### config.mk
export PLATFORM = sky130hd
export DESIGN_NAME = scale_block_fetch
export DESIGN_NICKNAME = d
export VERILOG_FILES = /design/src/rtl/scale_block_fetch.sv
export SDC_FILE = /design/constraint.sdc
export NUM_CORES = 1
export LEC_CHECK = 0
export CAP_MARGIN = 20
export CELL_PAD_IN_SITES_DETAIL_PLACEMENT = 0
export CELL_PAD_IN_SITES_GLOBAL_PLACEMENT = 2
export CORE_MARGIN = 5
export CORE_UTILIZATION = 20
export CTS_CLUSTER_DIAMETER = 60
export DETAILED_ROUTE_END_ITERATION = 6
export PLACE_DENSITY_LB_ADDON = 0.1
export SLEW_MARGIN = 20
export SYNTH_ARGS = -nofsm -noshare
export SYNTH_HDL_FRONTEND = slang
export SYNTH_SLANG_ARGS = --single-unit
### constraint.sdc
create_clock -name clk -period 2 [get_ports clk]
set_input_delay 0.3 -clock clk [delete_from_list [all_inputs] [get_ports clk]]
set_output_delay 0.3 -clock clk [all_outputs]
set_load 0.01 [all_outputs]
### src/rtl/scale_block_fetch.sv
// scale_block_fetch
//   Feeds the 2x2 scaling stage. Walks the source image in 2x2 blocks, in
//   raster order. For each block it reads pixels A, B (top row) and C, D
//   (bottom row) from a synchronous source memory. Each pixel reaches
//   pixel_out on the exact slot where the scaling stage samples it.
//
//   Slot map per block (one cycle each, back-to-back):
//     0 INIT, 1 A, 2 B, 3 C, 4 D/WB1, 5 WB2
//
// Ports
//   clk          : single clock; all logic on posedge
//   rst          : synchronous, active-high reset
//   start        : one-cycle request to process one full frame
//   mode_in      : one-hot process mode, latched on an accepted start
//   trans_in     : transition flag, latched on an accepted start
//   rd_addr      : source read address; data returns one cycle later
//   rd_data      : source pixel {R,G,B}
//   pixel_out    : pixel to the scaling stage (zero outside slots 1..4)
//   scale_enable : scaling-stage enable, high for the whole frame
//   mode_out     : latched mode
//   trans_out    : latched transition flag
//   wb_valid     : high on the two write-back slots
//   busy         : frame in progress
//   done         : one-cycle pulse after the last block
//
// Optional feature
//   `define SCALE_BLOCK_CNT_EN adds output blk_cnt[15:0]. It counts
//   completed blocks, saturates at 16'hFFFF, is cleared on rst and on an
//   accepted start, and holds its value while idle.

module scale_block_fetch #(
  parameter int IMG_W  = 256,
  parameter int IMG_H  = 256,
  parameter int ADDR_W = 16
) (
  input  logic              clk,
  input  logic              rst,
  input  logic              start,
  input  logic [2:0]        mode_in,
  input  logic              trans_in,
  output logic [ADDR_W-1:0] rd_addr,
  input  logic [23:0]       rd_data,
  output logic [23:0]       pixel_out,
  output logic              scale_enable,
  output logic [2:0]        mode_out,
  output logic              trans_out,
  output logic              wb_valid,
  output logic              busy,
  output logic              done
`ifdef SCALE_BLOCK_CNT_EN
  ,
  output logic [15:0]       blk_cnt
`endif
);

  localparam int BX_W = (IMG_W / 2 > 1) ? $clog2(IMG_W / 2) : 1;
  localparam int BY_W = (IMG_H / 2 > 1) ? $clog2(IMG_H / 2) : 1;
  localparam logic [BX_W-1:0]   BX_LAST = BX_W'(IMG_W / 2 - 1);
  localparam logic [BY_W-1:0]   BY_LAST = BY_W'(IMG_H / 2 - 1);
  localparam logic [ADDR_W-1:0] ROW     = ADDR_W'(IMG_W);
  localparam logic [2:0]        SLOT_LAST = 3'd5;

  typedef enum logic {IDLE, RUN} state_t;

  state_t          state;
  logic [2:0]      slot;
  logic [BX_W-1:0] bx;
  logic [BY_W-1:0] by;

  logic              run;
  logic [ADDR_W-1:0] x_ext;
  logic [ADDR_W-1:0] y_ext;
  logic [ADDR_W-1:0] base_addr;

  assign run = (state == RUN);

  always_ff @(posedge clk) begin
    if (rst) begin
      state        <= IDLE;
      slot         <= 3'd0;
      bx           <= '0;
      by           <= '0;
      scale_enable <= 1'b0;
      mode_out     <= 3'b010;
      trans_out    <= 1'b0;
      busy         <= 1'b0;
      done         <= 1'b0;
    end else begin
      done <= 1'b0;
      case (state)
        IDLE: begin
          // Also taken on the done cycle, so a start there begins the next
          // frame after a single low cycle of scale_enable.
          if (start) begin
            state        <= RUN;
            slot         <= 3'd0;
            bx           <= '0;
            by           <= '0;
            mode_out     <= mode_in;
            trans_out    <= trans_in;
            scale_enable <= 1'b1;
            busy         <= 1'b1;
          end
        end
        RUN: begin
          if (slot == SLOT_LAST) begin
            slot <= 3'd0;
            if (bx == BX_LAST) begin
              bx <= '0;
              if (by == BY_LAST) begin
                by           <= '0;
                state        <= IDLE;
                scale_enable <= 1'b0;
                busy         <= 1'b0;
                done         <= 1'b1;
              end else begin
                by <= by + 1'b1;
              end
            end else begin
              bx <= bx + 1'b1;
            end
          end else begin
            slot <= slot + 3'd1;
          end
        end
        default: state <= IDLE;
      endcase
    end
  end

`ifdef SCALE_BLOCK_CNT_EN
  always_ff @(posedge clk) begin
    if (rst) begin
      blk_cnt <= 16'd0;
    end else if (state == IDLE && start) begin
      blk_cnt <= 16'd0;
    end else if (run && slot == SLOT_LAST && blk_cnt != 16'hFFFF) begin
      blk_cnt <= blk_cnt + 16'd1;
    end
  end
`endif

  // Top-left pixel of the current block: (2*by)*IMG_W + 2*bx
  assign x_ext     = ADDR_W'({bx, 1'b0});
  assign y_ext     = ADDR_W'({by, 1'b0});
  assign base_addr = y_ext * ROW + x_ext;

  always_comb begin
    rd_addr = '0;
    if (run) begin
      case (slot)
        3'd0:    rd_addr = base_addr;
        3'd1:    rd_addr = base_addr + 1'b1;
        3'd2:    rd_addr = base_addr + ROW;
        3'd3:    rd_addr = base_addr + ROW + 1'b1;
        default: rd_addr = '0;
      endcase
    end
  end

  // Memory data lags the address by one cycle, so slots 1..4 carry A..D.
  assign pixel_out = (run && slot >= 3'd1 && slot <= 3'd4) ? rd_data : 24'd0;
  assign wb_valid  = run && (slot == 3'd4 || slot == 3'd5);

endmodule

## Word-level counts from Yosys, hierarchy flattened

Cells that the tools add are included.

- Add/subtract/negate cells: 7
- $lt $le $gt $ge: 2
- Equal/unequal tests: 11
- Mux-type cells: 25
- Bitwise logic cells: 3
- Reductions and logical operators: 10

Operators with widths:

| operator | count |
|---|---|
| $pmux 16 s4 | 1 |
| $mux 7 | 6 |
| $add 16x1->16 const B | 2 |
| $pmux 7 s2 | 2 |
| $mux 24 | 1 |
| $add 16x8->16 | 1 |
| $add 16x9->16 const B | 1 |
| $mux 16 | 1 |
| $add 7x1->7 const B | 2 |
| $eq 7x7->1 const B | 2 |
| $mux 1 | 9 |
| $eq 3x2->1 const B | 2 |
| $eq 3x3->1 const B | 2 |
| $mux 3 | 2 |
| $ne 2x1->1 const B | 3 |
| $pmux 3 s2 | 1 |
| $pmux 1 s2 | 2 |
| $reduce_and 2->1 | 2 |
| $reduce_and 4->1 | 1 |
| $reduce_or 4->1 | 1 |
| $add 3x1->3 const B | 1 |
| $eq 3x1->1 const B | 1 |
| $ge 3x1->1 const B | 1 |
| $le 3x3->1 const B | 1 |
| other kinds (6) | 10 |

- Flip-flop bits (word level): 24
- Input port bits: 31

## Depth between registers and ports, before layout

Gate-level depths: netlist of run 1.

- Depth after elaboration: 5
- Depth in mapped cells: 6
- Mapped depth without buffers: 5

## Worst setup path before layout of run 1

Ideal clock, no wire load.

- Path type: register to output
- Start: register slot[0]
- End: output port pixel_out[10]
- Arrival time: 1.313 ns
- Data required time: 1.700 ns
- Path slack: 0.387 ns
- Stages on the path, launching flop included: 6
- Cells stage by stage: dfxtp_1 -> buf_4 -> or3_1 -> and3_1 -> clkbuf_1 -> and2_1

- Word-level cells in the longest chain between the ends: 4
- Elaborated cells on any way between the ends: 5
- Classes of those cells: order compare (2); mux (1); reduce/logical (2)

RTL lines:

| item | RTL line | source |
|---|---|---|
| start: declaration | 66 | `logic [2:0] slot;` |
| start signal: assignment | 123 | `slot <= slot + 3'd1;` |
| $ge 3x1->1 | 162 | `assign pixel_out = (run && slot >= 3'd1 && slot <= 3'd4) ? rd_data : 24'd0;` |
| $logic_and 1x1->1 | 162 |  |
| $logic_and 1x1->1 * | 162 |  |
| $mux 24 * | 162 |  |
| end: declaration | 43 | `output logic [23:0] pixel_out,` |

Mark *: on every way between the ends. The rest lies on a longest branch, timed or not.

## Final worst setup path of run 1

- Start: register slot[1]
- End: output port rd_addr[6]

- Word-level cells in the longest chain between the ends: 3
- Elaborated cells on any way between the ends: 6
- Classes of those cells: eq/ne (3); mux (2); reduce/logical (1)

RTL lines:

| item | RTL line | source |
|---|---|---|
| $eq 3x2->1 (tied with other cells) | 151 | `case (slot)` |
| $pmux 16 s4 * | 151 |  |
| $mux 16 * | 150 | `if (run) begin` |
| end: declaration | 41 | `output logic [ADDR_W-1:0] rd_addr,` |

Marks and branches as above.

==> impl_metrics.json, run 1 <==
{
  "via_count_normalized_by_instance_count": 4.10,
  "yosys_warnings": 0,
  "globalplace.congestion": 0.695,
  "numCtsBuffers": 3,
  "critical_path_required_ps": 1700,
  "timing_worst_slew_pin_value_ps": 319,
  "hold_violations": 0,
  "synth.distinct_cells": 35,
  "drv_slew": 0,
  "cellLeakagePower_nw": 0.949,
  "coreArea_sq_um": 7180,
  "post-cts-setup-buffers": 0,
  "global_route.peak_usage_layer": "met2",
  "synth_sequential_area_ratio": 0.330,
  "fp.dieH_microns": 95.3,
  "post-layout-total-power_mw": 1.02,
  "n_antenna_cell": 0,
  "final-setup-viol-count": 0,
  "hold_path_class": "reg2reg",
  "worstSetupStartpoint": "slot[1]$_SDFFE_PP0P_",
  "port-buffer-count": 78,
  "status": "finished clean",
  "grt_first_pass_wirelength_microns": 8050,
  "rows": 31,
  "fp.dieW_microns": 95.3,
  "grt_start_max_net_pins": 25,
  "filler_cell_count": 796,
  "timing.critical_path.to_type": "primary output",
  "area.growth.synth_to_final_pct": 62.6,
  "ir_drop_worst_vdd_mv": 0.196,
  "number_of_enable_flip_flop_cells_after_synthesis": 0,
  "synth_fp_nets": 222,
  "cts_buffer_depth": 2,
  "route.antenna.remaining_nets": 0,
  "synth_top_area_frac": 0.330,
  "unrepaired_setup_endpoints_after_global_routing": "yes",
  "tritoncts": "yes",
  "clkSinkCount": 24,
  "final.hold.worst_slack_ps": 464,
  "max-slew-margin-rel": 0.785,
  "synth_top_area_cell": "sky130_fd_sc_hd__dfxtp_1",
  "synth.area.top_cells": "sky130_fd_sc_hd__dfxtp_1, sky130_fd_sc_hd__and2_1, sky130_fd_sc_hd__a21oi_1, sky130_fd_sc_hd__nand2_1, sky130_fd_sc_hd__o21ai_0",
  "finalClockSkew_ps": 2.64,
  "number_of_global_route_vias_before_repair": 1488,
  "drive_above_1_share": 0.201,
  "max_freq_mhz": 527,
  "initial_drt_pass_iterations": 4,
  "synthArstFlopShare": 0,
  "clk_latency_ps": 270,
  "pwr_density_cell_nw_per_um2": 433,
  "met2_usage": 0.189,
  "synth.most_common_cell": "sky130_fd_sc_hd__and2_1",
  "timing.final.crit_share": 0.948,
  "worstSetupStartpointType": "flop",
  "cts-root-buf": "sky130_fd_sc_hd__clkbuf_8",
  "global_route.overflow_total": 0,
  "cp_data_arrival_time_ps": 1600,
  "critical_path.reg2reg.startpoint": "bx[0]$_SDFFE_PP0P_",
  "boundaryPins": 79,
  "post_layout_nonfiller_instances": 372,
  "via_count": 1524,
  "finalWirelength_microns": 5130,
  "met3_usage": 0.0221,
  "synthCells": 188,
  "synthesis.area_sq_um": 1460,
  "dieArea_sq_um": 9090,
  "worst_setup_hold_path_clk_slew_ps": 90,
  "first_iter_violations": 45,
  "grt_use_total": 0.114,
  "synthFlopType": "sky130_fd_sc_hd__dfxtp_1",
  "grt.met1_usage": 0.151,
  "hpwlAfterDp_microns": 4140,
  "worstPathMaxFanout": 14,
  "average_footprint_of_a_synthesized_cell_sq_um": 7.75,
  "path_class": "reg2out",
  "dr_drc_count": 0,
  "flip_flop_and_latch_count_after_synthesis": 24,
  "worstHoldStart": "mode_out[0]$_SDFFE_PP0P_",
  "routedWlPerCell_microns": 13.8,
  "effective_utilization_at_floorplan": 0.203,
  "htree_levels": 1,
  "cap_viol_max_count": 0,
  "layout.nets": 309,
  "timing.final.crit_period_ps": 1900,
  "antenna_found_initial": 0,
  "synth.top_cells.by_count": "sky130_fd_sc_hd__and2_1, sky130_fd_sc_hd__dfxtp_1, sky130_fd_sc_hd__nand2_1",
  "dpl.cell_count": 369
}
## final cells by class
| class | instances | area (sq um) | share of cell area |
|---|---|---|---|
| multi-input cells | 147 | 911 | 0.385 |
| repair buffers | 95 | 793 | 0.335 |
| flip-flops and latches | 24 | 484 | 0.204 |
| well taps | 99 | 124 | 0.0523 |
| clock buffers | 3 | 41.3 | 0.0174 |
| inverters | 4 | 15.0 | 0.00634 |
## routing by layer
| metal | vias up | routed length, microns |
|---|---|---|
| met5 | - | 0 |
| met2 | 37 | 2560 |
| met1 | 672 | 2250 |
| li1 | 813 | - |
| met3 | 2 | 287 |
| met4 | 0 | 29 |
## metrics by stage
step	worst slack [ps]	setup TNS, ps	instance area [sq um]	utilization
2_1_floorplan	387	0	1460	-
3_3_place_gp	-98.7	-1320	2430	0.339
3_5_place_dp	-121	-1580	2430	0.339
4_1_cts	4.07	0	2480	0.345
5_1_grt	-5.74	-5.74	2370	0.330
6_report	103	0	2370	0.330
## placed cells by master (no fill, tap or decap), drive strengths merged, types with 5 or more instances in the layout
cell type,n
nand3,7
dfxtp,24
or3,5
o21ai,9
a21oi,14
clkbuf,25
buf,20
nor2,12
and2,39
nand2,16
nor3,8
clkdlybuf4s15,13
clkdlybuf4s50,38
## state kept, by name (all words and copies together), names as in the netlist
register / flops
done: 1
slot: 3
bx: 7
run: 1
by: 7
trans_out: 1
busy: 1
mode_out: 3
## where the power goes
| part | internal, mW | total [mW] | switching (mW) | leakage (nW) |
|---|---|---|---|---|
| combinational | 0.128 | 0.223 | 0.0953 | 0.731 |
| clock | 0.135 | 0.298 | 0.163 | 0.0216 |
| sequential | 0.492 | 0.504 | 0.0124 | 0.196 |
## logic make-up after synthesis
| family | after synthesis | synth area share |
|---|---|---|
| buffers and inverters | 17 | 0.0558 |
| AND/OR/NAND/NOR | 103 | 0.402 |
| XOR/XNOR | 5 | 0.0301 |
| adder cells (fa/ha/maj) | 3 | 0.0258 |
| flip-flops | 24 | 0.330 |
| AO/OA/AOI/OAI | 36 | 0.156 |
## worst max-delay path: stages (launching register included)
cell and delay (ps):
sky130_fd_sc_hd__dfxtp_2 340, sky130_fd_sc_hd__and2_1 170, sky130_fd_sc_hd__ha_2 180, sky130_fd_sc_hd__o21a_4 240, sky130_fd_sc_hd__and2_1 170, sky130_fd_sc_hd__clkdlybuf4s15_1 230
## worst paths after layout
path	end	slack (ps)	cells after the start
worst min-delay path	mode_out[0]$_SDFFE_PP0P_	460	2
worst min register to register	mode_out[0]$_SDFFE_PP0P_	460	2
worst max register to register	by[0]$_SDFFE_PP0P_	190	6
worst max-delay path	rd_addr[6]	100	5
## repair_timing
action,CTS,global route
cloned,0,0
endpoints found under the setup margin,40,40
pin swaps,1,0
resized for setup,73,42
hold buffers,0,0
Power figures use the tool's default switching activity.
==> run 2, diff against run 1 <==
--- a/config.mk
+++ b/config.mk
@@ -12,6 +12,7 @@
 export CORE_UTILIZATION = 20
 export CTS_CLUSTER_DIAMETER = 60
 export DETAILED_ROUTE_END_ITERATION = 6
+export GPL_TIMING_DRIVEN = 1
 export PLACE_DENSITY_LB_ADDON = 0.1
 export SLEW_MARGIN = 20
 export SYNTH_ARGS = -nofsm -noshare
==> results of run 2 <==
The final DEF is identical to that of run 1; final timing and power are the same.
